**config.mk**
```make
export PLATFORM = sky130hd
export DESIGN_NAME = load_store_ctrl
export DESIGN_NICKNAME = d
export VERILOG_FILES = /design/src/rtl/load_store_ctrl_pkg.sv /design/src/rtl/lsu_align.sv /design/src/rtl/load_store_ctrl.sv
export SDC_FILE = /design/constraint.sdc
export NUM_CORES = 1
export LEC_CHECK = 0
export ABC_AREA = 0
export BUFFER_PORTS_ARGS = -buffer_cell sky130_fd_sc_hd__buf_2
export CAP_MARGIN = 20
export CORE_MARGIN = 3
export CORE_UTILIZATION = 35
export CTS_BUF_LIST = sky130_fd_sc_hd__clkbuf_8 sky130_fd_sc_hd__clkbuf_16
export DETAILED_ROUTE_END_ITERATION = 8
export PLACE_DENSITY_LB_ADDON = 0.3
export SETUP_SLACK_MARGIN = 0.15
export SYNTH_ARGS = -nofsm -noshare
export SYNTH_HDL_FRONTEND = slang
export SYNTH_SLANG_ARGS = --single-unit
```
**constraint.sdc**
```tcl
create_clock -name clk_i -period 2.3 [get_ports clk_i]
set_input_delay 0.345 -clock clk_i [delete_from_list [all_inputs] [get_ports clk_i]]
set_output_delay 0.345 -clock clk_i [all_outputs]
set_load 0.01 [all_outputs]
```
**src/rtl/load_store_ctrl_pkg.sv**
```systemverilog
// Shared encodings for the load/store controller: access widths, FSM states
// and the request legality rule used when a request is accepted.
package load_store_ctrl_pkg;

    // func3 access width encodings, shared with the decoder's mem_access_width
    localparam logic [2:0] WidthB  = 3'b000;
    localparam logic [2:0] WidthH  = 3'b001;
    localparam logic [2:0] WidthW  = 3'b010;
    localparam logic [2:0] WidthBu = 3'b100;
    localparam logic [2:0] WidthHu = 3'b101;

    typedef enum logic [1:0] {
        StIdle   = 2'd0,
        StAccess = 2'd1,
        StDone   = 2'd2
    } lsu_state_e;

    // A request is legal when the width is defined and the address is naturally aligned
    function automatic logic lsu_req_legal(input logic [2:0] width, input logic [1:0] offset);
        logic legal;
        case (width)
            WidthB, WidthBu: legal = 1'b1;
            WidthH, WidthHu: legal = ~offset[0];
            WidthW:          legal = (offset == 2'b00);
            default:         legal = 1'b0;
        endcase
        return legal;
    endfunction

endpackage

```
**src/rtl/lsu_align.sv**
```systemverilog
// Combinational lane logic: byte-enable and store-data replication for an
// outgoing request, plus lane extraction and sign/zero extension of load data.
module lsu_align
    import load_store_ctrl_pkg::*;
(
    input  logic [2:0]  req_width,
    input  logic [1:0]  req_off,
    input  logic [31:0] req_wdata,
    input  logic [2:0]  ld_width,
    input  logic [1:0]  ld_off,
    input  logic [31:0] ld_bus_rdata,
    output logic [3:0]  req_sel,
    output logic [31:0] req_wdata_rep,
    output logic [31:0] ld_data
);

    logic [31:0] ld_shifted;

    // Byte enables and replicated store data for the request being accepted
    always_comb begin
        req_sel       = 4'b0000;
        req_wdata_rep = req_wdata;
        case (req_width)
            WidthB, WidthBu: begin
                req_sel       = 4'b0001 << req_off;
                req_wdata_rep = {4{req_wdata[7:0]}};
            end
            WidthH, WidthHu: begin
                req_sel       = req_off[1] ? 4'b1100 : 4'b0011;
                req_wdata_rep = {2{req_wdata[15:0]}};
            end
            WidthW: begin
                req_sel       = 4'b1111;
                req_wdata_rep = req_wdata;
            end
            default: begin
                req_sel       = 4'b0000;
                req_wdata_rep = req_wdata;
            end
        endcase
    end

    // Move the addressed lane down to bit 0 and extend it to 32 bits
    always_comb begin
        ld_shifted = ld_bus_rdata >> {ld_off, 3'b000};
        case (ld_width)
            WidthB:  ld_data = {{24{ld_shifted[7]}}, ld_shifted[7:0]};
            WidthBu: ld_data = {24'h000000, ld_shifted[7:0]};
            WidthH:  ld_data = {{16{ld_shifted[15]}}, ld_shifted[15:0]};
            WidthHu: ld_data = {16'h0000, ld_shifted[15:0]};
            default: ld_data = ld_bus_rdata;
        endcase
    end

endmodule

```
**src/rtl/load_store_ctrl.sv**
```systemverilog
// Load/store controller: accepts one decoded memory access at a time, runs a
// single classic bus cycle with timeout, and returns aligned load data.
module load_store_ctrl
    import load_store_ctrl_pkg::*;
#(
    parameter int unsigned TIMEOUT_CYCLES = 16
) (
    input  logic        clk_i,
    input  logic        rst_ni,
    input  logic        req_valid_i,
    input  logic        req_we_i,
    input  logic [2:0]  req_width_i,
    input  logic [31:0] req_addr_i,
    input  logic [31:0] req_wdata_i,
    output logic        stall_o,
    output logic        done_o,
    output logic        err_o,
    output logic [31:0] rdata_o,
    output logic        bus_cyc_o,
    output logic        bus_stb_o,
    output logic        bus_we_o,
    output logic [31:0] bus_addr_o,
    output logic [3:0]  bus_sel_o,
    output logic [31:0] bus_wdata_o,
    input  logic        bus_ack_i,
    input  logic        bus_err_i,
    input  logic [31:0] bus_rdata_i
);

    lsu_state_e  state_q;
    logic [7:0]  cnt_q;
    logic        cyc_q;
    logic        we_q;
    logic        done_q;
    logic        err_q;
    logic [2:0]  width_q;
    logic [31:0] addr_q;
    logic [3:0]  sel_q;
    logic [31:0] wdata_q;
    logic [31:0] rdata_q;

    logic [3:0]  req_sel;
    logic [31:0] req_wdata_rep;
    logic [31:0] ld_data;

    lsu_align u_align (
        .req_width     (req_width_i),
        .req_off       (req_addr_i[1:0]),
        .req_wdata     (req_wdata_i),
        .ld_width      (width_q),
        .ld_off        (addr_q[1:0]),
        .ld_bus_rdata  (bus_rdata_i),
        .req_sel       (req_sel),
        .req_wdata_rep (req_wdata_rep),
        .ld_data       (ld_data)
    );

    // Access FSM with timeout counter; all bus and result outputs are registered here
    always_ff @(posedge clk_i or negedge rst_ni) begin
        if (!rst_ni) begin
            state_q <= StIdle;
            cnt_q   <= 8'd0;
            cyc_q   <= 1'b0;
            we_q    <= 1'b0;
            done_q  <= 1'b0;
            err_q   <= 1'b0;
            width_q <= 3'b000;
            addr_q  <= 32'h0;
            sel_q   <= 4'b0000;
            wdata_q <= 32'h0;
            rdata_q <= 32'h0;
        end else begin
            done_q <= 1'b0;
            case (state_q)
                StIdle: begin
                    if (req_valid_i) begin
                        if (lsu_req_legal(req_width_i, req_addr_i[1:0])) begin
                            addr_q  <= req_addr_i;
                            sel_q   <= req_sel;
                            wdata_q <= req_wdata_rep;
                            we_q    <= req_we_i;
                            width_q <= req_width_i;
                            cyc_q   <= 1'b1;
                            cnt_q   <= 8'd0;
                            state_q <= StAccess;
                        end else begin
                            // Rejected without touching the bus
                            err_q   <= 1'b1;
                            done_q  <= 1'b1;
                            rdata_q <= 32'h0;
                            state_q <= StDone;
                        end
                    end
                end
                StAccess: begin
                    if (bus_ack_i || bus_err_i) begin
                        // ack together with err counts as an error
                        cyc_q   <= 1'b0;
                        done_q  <= 1'b1;
                        err_q   <= bus_err_i;
                        rdata_q <= (!we_q && !bus_err_i) ? ld_data : 32'h0;
                        state_q <= StDone;
                    end else if (cnt_q == 8'(TIMEOUT_CYCLES - 1)) begin
                        cyc_q   <= 1'b0;
                        done_q  <= 1'b1;
                        err_q   <= 1'b1;
                        rdata_q <= 32'h0;
                        state_q <= StDone;
                    end else begin
                        cnt_q <= cnt_q + 8'd1;
                    end
                end
                StDone: begin
                    err_q   <= 1'b0;
                    state_q <= StIdle;
                end
                default: state_q <= StIdle;
            endcase
        end
    end

    // Stall releases in DONE so the core can retire the access
    always_comb begin
        stall_o = req_valid_i && (state_q != StDone);
    end

    assign done_o      = done_q;
    assign err_o       = err_q;
    assign rdata_o     = rdata_q;
    assign bus_cyc_o   = cyc_q;
    assign bus_stb_o   = cyc_q;
    assign bus_we_o    = we_q;
    assign bus_addr_o  = {addr_q[31:2], 2'b00};
    assign bus_sel_o   = sel_q;
    assign bus_wdata_o = wdata_q;

endmodule

```
==> After elaboration in Yosys (flattened, before gate mapping) <==
Cells that the tools add are included.
{ "classes": {"add_sub_neg": 1, "eq_ne": 17, "shift": 2, "mux": 38, "bitwise": 1, "n_reduce_logical": 19} }
{ "op_table": {"columns": ["cell", "n"], "rows": [
  ["32-bit 2-to-1 mux", 5],
  ["32-bit case mux with 2 select lines", 2],
  ["32-bit case mux with 4 select lines", 1],
  ["8-bit 2-to-1 mux", 4],
  ["32-bit by 5-bit >> shifter with 16-bit output", 1],
  ["8-bit case mux with 2 select lines", 1],
  ["1-bit 2-to-1 mux", 14],
  ["3-bit equality test, second input constant", 4],
  ["2-bit inequality test, second input constant", 6],
  ["4-bit case mux with 3 select lines", 1],
  ["4-bit AND reduction", 3],
  ["8-bit by 1-bit adder with 8-bit output, second input constant", 1],
  ["8-bit by 4-bit equality test with 1-bit output, second input constant", 1],
  ["2-bit 2-to-1 mux", 4],
  ["3-bit by 1-bit equality test with 1-bit output, second input constant", 2],
  ["3-bit logical NOT", 2],
  ["1-bit case mux with 3 select lines", 2],
  ["5-bit AND reduction", 1],
  ["2-bit logical NOT", 2],
  ["4-bit 2-to-1 mux", 1],
  ["1-bit case mux with 2 select lines", 2],
  ["2-bit case mux with 2 select lines", 1],
  ["2-bit OR reduction", 2],
  ["1-bit by 2-bit left shift with 4-bit output, first input constant", 1],
  ["other kinds (12)", 14]
]} }
{ "totals": {"reg_bits": 117, "input_bits": 105, "out_inout_bits": 106} }

==> Longest topological paths before layout <==
Gate-level depths: netlist of run 1.
{ "depth": {"word_depth": 8, "depth_mapped": 9} }

==> Hierarchy <==
A second synthesis of run 1 with hierarchy kept.
{ "unflattened": {"cells_unflattened": 662, "hier_area_um2": 6050.8} }
{ "by_module_without_submodules": {"columns": ["mod", "n_inst", "cells_per_inst", "area_per_inst_um2", "seq_area_each_um2"], "rows": [
  ["load_store_ctrl", 1, 487, 4852.2, 2927.8],
  ["lsu_align", 1, 175, 1198.6, 0.0]
]} }

==> Least setup slack after synthesis of run 1 <==
No wires, ideal clock.
{ "synth_path": {"path_kind": "reg2reg", "start": "register cnt_q[4]", "end": "register rdata_q[21], in the netlist rdata_o[21]", "setup_time_ps": 135, "arrival_time_ps": 1850, "required_ps": 2165, "path_slack_ps": 316, "stages_incl_launch_ff": 8, "period_less_slack_ps": 1984, "path_cell_list": "dfrtp_1 > or4_1 > o211ai_1 > o221ai_2 > buf_2 > clkbuf_1 > nand2_1 > o31ai_1"} }
{ "synth_via": {"elab_chain_cells": 3} }
{ "synth_rtl": {"columns": ["item", "line", "text"], "rows": [
  ["from (decl)", "load_store_ctrl.sv:31", "logic [7:0] cnt_q;"],
  ["from (signal assigned)", "load_store_ctrl.sv:110", "cnt_q <= cnt_q + 8'd1;"],
  ["8-bit by 4-bit equality test with 1-bit output", "load_store_ctrl.sv:103", "end else if (cnt_q == 8'(TIMEOUT_CYCLES - 1)) begin"],
  ["3-bit inequality test (no line)", null, null],
  ["4-bit AND reduction (no line)", null, null],
  ["to (signal assigned)", "load_store_ctrl.sv:101", "rdata_q <= (!we_q && !bus_err_i) ? ld_data : 32'h0;"],
  ["to (decl)", "load_store_ctrl.sv:40", "logic [31:0] rdata_q;"]
]} }
Every way passes these cells.
A chain may end at the register's enable or synchronous reset.

==> Worst setup path after layout of run 1 <==
{ "layout_path": {"start": "register cnt_q[4]", "end": "register rdata_q[22], in the netlist rdata_o[22]"} }
Same word-level chain as after synthesis.

==> results.md, run 1 <==
* Post-synthesis mux area share at 0.1404
* Vias per inst at 5.070
* CP max stage cell: or4_4
* Starting Density at 0.3608
* Clock Sinks at 117
* Crit share post-route at 0.8831
* Critical Path, Cell by Cell: or4_4 -> o211ai_1 -> buf_4 -> o221ai_4 -> buf_12 -> o31ai_2
* Setup slack, reg-to-reg at 0.27 ns
* Grt ovf at 0
* DP HPWL at 12440 um
* Leak at 0.003807 uW
* CP Launch Type: flop
* Seq/Total Area, Yosys at 0.5053
* Post-synthesis xor/xnor area fraction at 0.001512
* Vias at 4979
* Yosys warns at 0
* Yosys reg bits at 117
* Switch share at 0.3443
* Sequential share of power at 0.340
* Mapped Area at 5794 um^2
* Fin. max-slew vios at 0
* Adder-cell share of the synthesized area at 0.008637
* Clock latency on the worst-skew pair at 0.41 ns
* Outcome: finished, final reports clean
* CTS root buf: clkbuf_16
* # diodes at 0
* Initial antenna violation count at 0
* Die span in y at 134.7 um
* Total Wirelength at 16290 um
* Fmax at 492.3 MHz
* Hold Fails Final Rpt at 0
* Average wire per standard cell at 16.58 um
* DP Cell Count at 948
* Clock slew at reported path FFs at 0.06 ns
* Peak VDD IR at 0.5315 mV
* Slew margin rel. at 0.4800
* Main combinational cell family by area after synthesis: compound AO/OA/AOI/OAI gates
* Most common cell after layout, fill and taps aside: buf_2
* RSZ-0062 raised after global routing: yes
* Worst hold path type: in -> reg
* Fin crit period at 2.031 ns
* Pwr Density at 1215 nW/um^2
* DIE WIDTH at 134.7 um
* Row count at 46
* WS Path Type: reg -> reg
* Initial DRC Count at 270
* DR pass1 iterations at 6
* Fin Clk Skew at 0.006255 ns
* Vias in the first global route at 5058
* Final setup viols at 0
* Pin count of the biggest net entering global routing at 75
* Synthesized area per cell at 10.26 um^2
* Htree depth at 4
* Layout Area Growth over Synthesis at 32.93%
* Compound-Gate Fraction of Synth Area at 0.1529
* CTS max path bufs at 2
* GPL Wtd Cong at 0.8734
* Final ANT Viol Nets at 0
* Clock power share at 0.305
* Share of post-route cells with drive strength above 1 at 0.4256
* Die area at 18130 um^2
* Gate Count Post-Synth at 565
* Max-cap violations at 0
* CTS tree: yes
* Number of nets in the layout at 862
* Critical Path RT at 2.61 ns
* Crit-path max cell delay at 0.56 ns
* Logic pwr share at 0.355
* CTS Buf Count at 17
* Critical Path Fanout Max at 34
* Global Route Usage Sum at 0.1793
* Number of synthesized flops with an enable pin at 0
* Net Sw Power at 3222 uW
* Worst-Margin Slew at 0.7779 ns
* Ys async rst share at 1.000
* Fillers at 1522
* Critical path arrival at 2.34 ns
* Core area at 16060 um^2
* I/O Buffers at 208
* Commonest cells after routing, fill and taps aside: 207 x buf_2, 117 x dfrtp_1, 78 x nand2_1
* Io pins at 211
* Setup tns final at 0 ns
* Critical path capture point type: flop
* Synth Area in Simple Gates at 0.1179
* Global-route wire length before repair at 25850 um
* Distinct cells, synth at 48
* Int Pwr at 6136 uW
* Cell Count, Final, Fillers Out at 982
* Main synth FF type: dfrtp_1
* DRC Markers at 0
-- path summary, 6_finish.rpt --
check                      cells past startpoint         endpoint          start
max                                            6      rdata_o[22]       cnt_q[4]
min                                            2        addr_q[3]  req_addr_i[3]
max reg2reg                                    6      rdata_o[22]       cnt_q[4]
min reg2reg                                    2     bus_sel_o[0]   bus_sel_o[0]
max in group asynchronous                      3  bus_wdata_o[16]         rst_ni
min in group asynchronous                      2       addr_q[17]         rst_ni
-- synthesized netlist by cell type (2+ instances only) --
cell type	n	area share
dfrtp_1	117	0.51
nand2_1	78	0.051
o21ai_0	50	0.043
mux2_2	42	0.082
nor2_1	42	0.027
mux2i_1	34	0.059
buf_4	33	0.043
clkbuf_1	27	0.017
a21oi_1	25	0.022
o31ai_1	21	0.027
o221ai_1	9	0.014
a22o_1	8	0.012
buf_2	7	0.0060
a222oi_1	6	0.010
inv_1	6	0.0039
nand2b_1	6	0.0065
nand3_1	5	0.0043
ha_1	4	0.0086
o211ai_1	4	0.0052
buf_1	3	0.0019
nor2b_1	3	0.0032
nor3_1	3	0.0026
nor3b_1	3	0.0039
or3_1	3	0.0032
a31oi_1	2	0.0022
or4_1	2	0.0026
-- metrics by stage --
| step | instance area (um^2) | hold WS, ns | utilization | setup WS, ns | total power (uW) |
|---|---|---|---|---|---|
| CTS | 7661 | 0.1447 | 0.4771 | 0.2046 | 9436 |
| global route | 7702 | 0.1526 | 0.4797 | 0.1349 | 9956 |
| global placement | 6999 | 0.2885 | 0.4359 | 0.1657 | 6439 |
| detailed placement | 6999 | 0.2926 | 0.4359 | 0.09241 | 6529 |
| floorplan | 5798 | 0.04941 | - | 0.3156 | 5439 |
| finish | 7702 | 0.1651 | 0.4797 | 0.2688 | 9358 |
-- flip-flops by register name, indices dropped and copies added, names as in the netlist --
signal	count
rdata_o	32
bus_sel_o	4
bus_cyc_o	1
width_q	3
err_o	1
done_o	1
state_q	2
bus_we_o	1
bus_wdata_o	32
cnt_q	8
addr_q	32
-- worst max-delay path: cells and delay by family, from the launching register on --
kind	cells	cell delay, ns
flops	1	0.42
compound gates	3	0.59
simple gates	1	0.56
buf+inv	2	0.36
-- area by class of cell --
type	count	area (um^2)	share of cell area
sequential	117	2928	0.3801
multi-input combinational	372	2520	0.3272
timing repair buffer	238	1321	0.1715
clock buffer	17	425.4	0.05523
tap	216	270.3	0.03509
clock inverter	15	211.5	0.02745
inverter	7	26.28	0.003411
-- routing by layer --
layer | wire length (um) | track usage | up-vias
li1 | - | - | 2346
met1 | 6705 | 0.2237 | 2366
met2 | 7625 | 0.2888 | 244
met3 | 1647 | 0.06297 | 23
met4 | 306 | 0.06448 | 0
met5 | 0 | 0 | -
-- cells by family after synthesis --
family / Yosys count
xor gates and xnor gates: 1
adders and majority gates: 4
buffers and inverters: 77
DFF: 117
AOI/OAI and AO/OA: 136
muxes: 76
and+or+nand+nor: 153
other: 1
-- power by group through the flow --
| stage | Sequential [uW] | Clock, uW | Combinational [uW] |
|---|---|---|---|
| finish | 3180 | 2860 | 3320 |
| global route | 3270 | 3010 | 3680 |
| CTS | 3180 | 2920 | 3330 |
| detailed placement | 3200 | 0 | 3330 |
| global placement | 3170 | 0 | 3260 |
| floorplan | 3260 | 0 | 2180 |
-- what timing repair did --
| action | in CTS | in global routing |
|---|---|---|
| setup endpoints to repair | 15 | 22 |
| endpoints found under the hold margin | 25 | 0 |
| hold buffers | 1 | 0 |
| pin swaps | 1 | 0 |
| buffers inserted | 1 | 0 |
| resized for setup | 2 | 9 |
Note: power is estimated with default switching activity, not from simulation.
==> run 2: changes to the inputs <==
- ABC_AREA: 0 -> 1
==> run 2 against run 1 <==
Flip-flop and latch count stayed put. Largest cell class unchanged. Critical path depth is 4 higher. Final cell count is 25% higher. Synthesized area is 5.5% higher. Sequential share of layout area is 0.41 points lower. Register-to-register slack better by 0.16 ns.
==> results.md, run 2 <==
* Outcome: finished, final reports clean (unchanged)
* Row count at 47 (was 46)
* Initial DRC Count at 300 (was 270)
* CP max stage cell: dfrtp_1 (was or4_4)
* Critical Path, Cell by Cell: buf_4 -> inv_1 -> nand3_1 -> nand2_1 -> nand2_2 -> nand3_2 -> nand2_1 -> inv_1 -> nand2_1 -> nand2_1 (was or4_4 -> o211ai_1 -> buf_4 -> o221ai_4 -> buf_12 -> o31ai_2)
* Die area at 19100 um^2 (was 18130 um^2)
* Initial antenna violation count at 0 (unchanged)
* Worst hold path type: in -> reg (unchanged)
* Crit-path max cell delay at 0.36 ns (was 0.56 ns)
* Setup tns final at 0 ns (unchanged)
* Critical path arrival at 2.18 ns (was 2.34 ns)
* # diodes at 0 (unchanged)
* DRC Markers at 0 (unchanged)
* Layout Area Growth over Synthesis at 27.31% (was 32.93%)
* DP Cell Count at 1197 (was 948)
* Top post-synthesis cells by count: 350 x nand2_1, 117 x dfrtp_1, 70 x o21ai_0 (was 117 x dfrtp_1, 78 x nand2_1, 50 x o21ai_0)
* WS Path Type: reg -> reg (unchanged)
* Vias at 5717 (was 4979)
* CP dominant cell by count: nand2_1
* Main synth FF type: dfrtp_1 (unchanged)
* Gate Count Post-Synth at 826 (was 565)
* Synth area leader: dfrtp_1 (unchanged)
* Critical path capture point type: flop (unchanged)
* Yosys warns at 0 (unchanged)
* Most common cell after layout, fill and taps aside: nand2_1 (was buf_2)
* Seq/Total Area, Yosys at 0.4787 (was 0.5053)
* Io pins at 211 (unchanged)
* Leak at 0.004468 uW (was 0.003807 uW)
* Cts repair resizes at 0 (was 2)
* CTS root buf: clkbuf_16 (unchanged)
* Starting Density at 0.3636 (was 0.3608)
* Count leader, synth: nand2_1 (was dfrtp_1)
* CTS Buf Count at 17 (unchanged)
* Cell Count, Final, Fillers Out at 1230 (was 982)
* Hold Fails Final Rpt at 0 (unchanged)
* Vias per inst at 4.648 (was 5.070)
* Average wire per standard cell at 14.01 um (was 16.58 um)
* Synthesized area per cell at 7.404 um^2 (was 10.26 um^2)
* Clock slew at reported path FFs at 0.06 ns (about the same)
* Critical Path Fanout Max at 16 (was 34)
* Share of post-route cells with drive strength above 1 at 0.2693 (was 0.4256)
* Fin crit period at 1.871 ns (was 2.031 ns)
* CTS max path bufs at 2 (unchanged)
* Vias in the first global route at 5569 (was 5058)
* DP HPWL at 12390 um (was 12440 um)
* Peak VDD IR at 0.5650 mV (was 0.5315 mV)
* GPL Wtd Cong at 0.8581 (was 0.8734)
* Largest cells by area after synthesis: dfrtp_1 48%, nand2_1 21%, o21ai_0 5.7% (was dfrtp_1 51%, mux2_2 8.2%, mux2i_1 5.9%)
* Global Route Usage Sum at 0.1815 (was 0.1793)
* Yosys reg bits at 117 (unchanged)
* Total Wirelength at 17240 um (was 16290 um)
* I/O Buffers at 208 (unchanged)
* # Post-CTS Setup Buffers at 0 (was 1)
* Max-cap violations at 0 (unchanged)
* Number of nets in the layout at 1106 (was 862)
* Mapped Area at 6116 um^2 (was 5794 um^2)
* Crit path setup slack, layout at 0.4294 ns (was 0.2688 ns)
* Number of synthesized flops with an enable pin at 0 (unchanged)
* Worst-Margin Slew at 0.5724 ns (was 0.7779 ns)
* Pin count of the biggest net entering global routing at 76 (was 75)
* Global-route wire length before repair at 28410 um (was 25850 um)
* Pwr Density at 1221 nW/um^2 (was 1215 nW/um^2)
* Final setup viols at 0 (unchanged)
* Clock latency on the worst-skew pair at 0.42 ns (was 0.41 ns)
* Die span in y at 138.2 um (was 134.7 um)
* Htree depth at 4 (unchanged)
* Crit path buffers/inverters at 3 (was 2)
* Fin Clk Skew at 0.01308 ns (was 0.006255 ns)
* Clock Sinks at 117 (unchanged)
* Slew margin rel. at 0.6180 (was 0.4800)
* Ys async rst share at 1.000 (unchanged)
* Crit share post-route at 0.8133 (was 0.8831)
* Final ANT Viol Nets at 0 (unchanged)
* CTS tree: yes (unchanged)
* Critical Path RT at 2.61 ns (about the same)
* DIE WIDTH at 138.2 um (was 134.7 um)
* Distinct cells, synth at 31 (was 48)
* CP Launch Type: flop (unchanged)
* Core area at 16820 um^2 (was 16060 um^2)
* Fin. max-slew vios at 0 (unchanged)
* Fmax at 534.6 MHz (was 492.3 MHz)
* Pre-CTS setup slack at 0.4119 ns (was 0.09241 ns)
* DR pass1 iterations at 5 (was 6)
* Top-area cell type share of the netlist area at 0.4787 (was 0.5053)
* Commonest cells after routing, fill and taps aside: 350 x nand2_1, 207 x buf_2, 117 x dfrtp_1 (was 207 x buf_2, 117 x dfrtp_1, 78 x nand2_1)
* CP top delay family: simple AND/OR/NAND/NOR gates (was compound AO/OA/AOI/OAI gates)
* RSZ-0062 raised after global routing: no (was yes)
* Grt ovf at 0 (unchanged)
==> run 2: cell types whose count changed in the layout (fill, tap and decap cells not counted), moves of 8 or more <==
cell,delta
a22o_1,-8
o31ai_1,-17
nand2_1,+272
buf_4,-16
inv_1,+57
nand3_1,+30
o221ai_1,-9
o21ai_0,+20
mux2_2,-42
mux2i_1,-34
==> run 2: area by class of cell <==
class                      count  area, um^2
sequential                   117        2928
fill                        1766        9032
tap                          220       275.3
multi-input combinational    569        2501
inverter                      68       255.2
clock inverter                13       132.6
clock buffer                  19       452.9
timing repair buffer         224        1241
==> run 2: worst paths after layout <==
path                                     from              end  slack, ns  depth (start not counted)
max in group asynchronous              rst_ni  bus_wdata_o[27]       1.18                          3
worst min-delay path            req_addr_i[9]        addr_q[9]       0.12                          3
min in group asynchronous              rst_ni       rdata_o[6]       0.47                          2
worst max register to register      addr_q[1]      rdata_o[20]       0.43                         10
worst max-delay path                addr_q[1]      rdata_o[20]       0.43                         10
worst min register to register      addr_q[9]        addr_q[9]       0.47                          2
==> run 2: timing repair <==
action                                  in CTS  in global routing
hold buffers                                 1                  0
endpoints found under the hold margin       37                  0
endpoints found under the setup margin       0                  0
==> run 2: cells by family after synthesis <==
kind of cell / Yosys count / synth area share
other: 1 / 0.0006132
adders and majority gates: 4 / 0.008184
DFF: 117 / 0.4787
AOI/OAI and AO/OA: 121 / 0.1043
and+or+nand+nor: 437 / 0.2868
xor gates and xnor gates: 5 / 0.007160
buffers and inverters: 141 / 0.1142
==> run 2: where the power goes <==
group | switching, uW | internal, uW
sequential | 401 | 2760
clock | 979 | 1640
combinational | 2350 | 1380
==> run 2: metrics by stage <==
stage | utilization | area [um^2] | hold WS (ns) | power, uW
2_1_floorplan | - | 6120 | 0.04941 | 5814
3_3_place_gp | 0.4275 | 7191 | 0.3687 | 6916
3_5_place_dp | 0.4275 | 7191 | 0.3690 | 6952
4_1_cts | 0.4630 | 7786 | 0.09970 | 9652
5_1_grt | 0.4630 | 7786 | 0.1114 | 10280
6_report | 0.4630 | 7786 | 0.1152 | 9506
==> run 2: routing by layer <==
layer  up-vias  track usage  wire length [um]
met5         -            0                 0
met4         0      0.05096               265
met3        20      0.05870              1327
met2       210       0.2811              7796
met1      2593       0.2459              7847
li1       2894            -                 -
==> run 2: worst reg2reg max path: stages, from the launching register on <==
cell and delay, ns:
dfrtp_1 0.36, buf_4 0.22, inv_1 0.15, nand3_1 0.11, nand2_1 0.09, nand2_2 0.20, nand3_2 0.33, nand2_1 0.16
inv_1 0.05, nand2_1 0.06, nand2_1 0.05
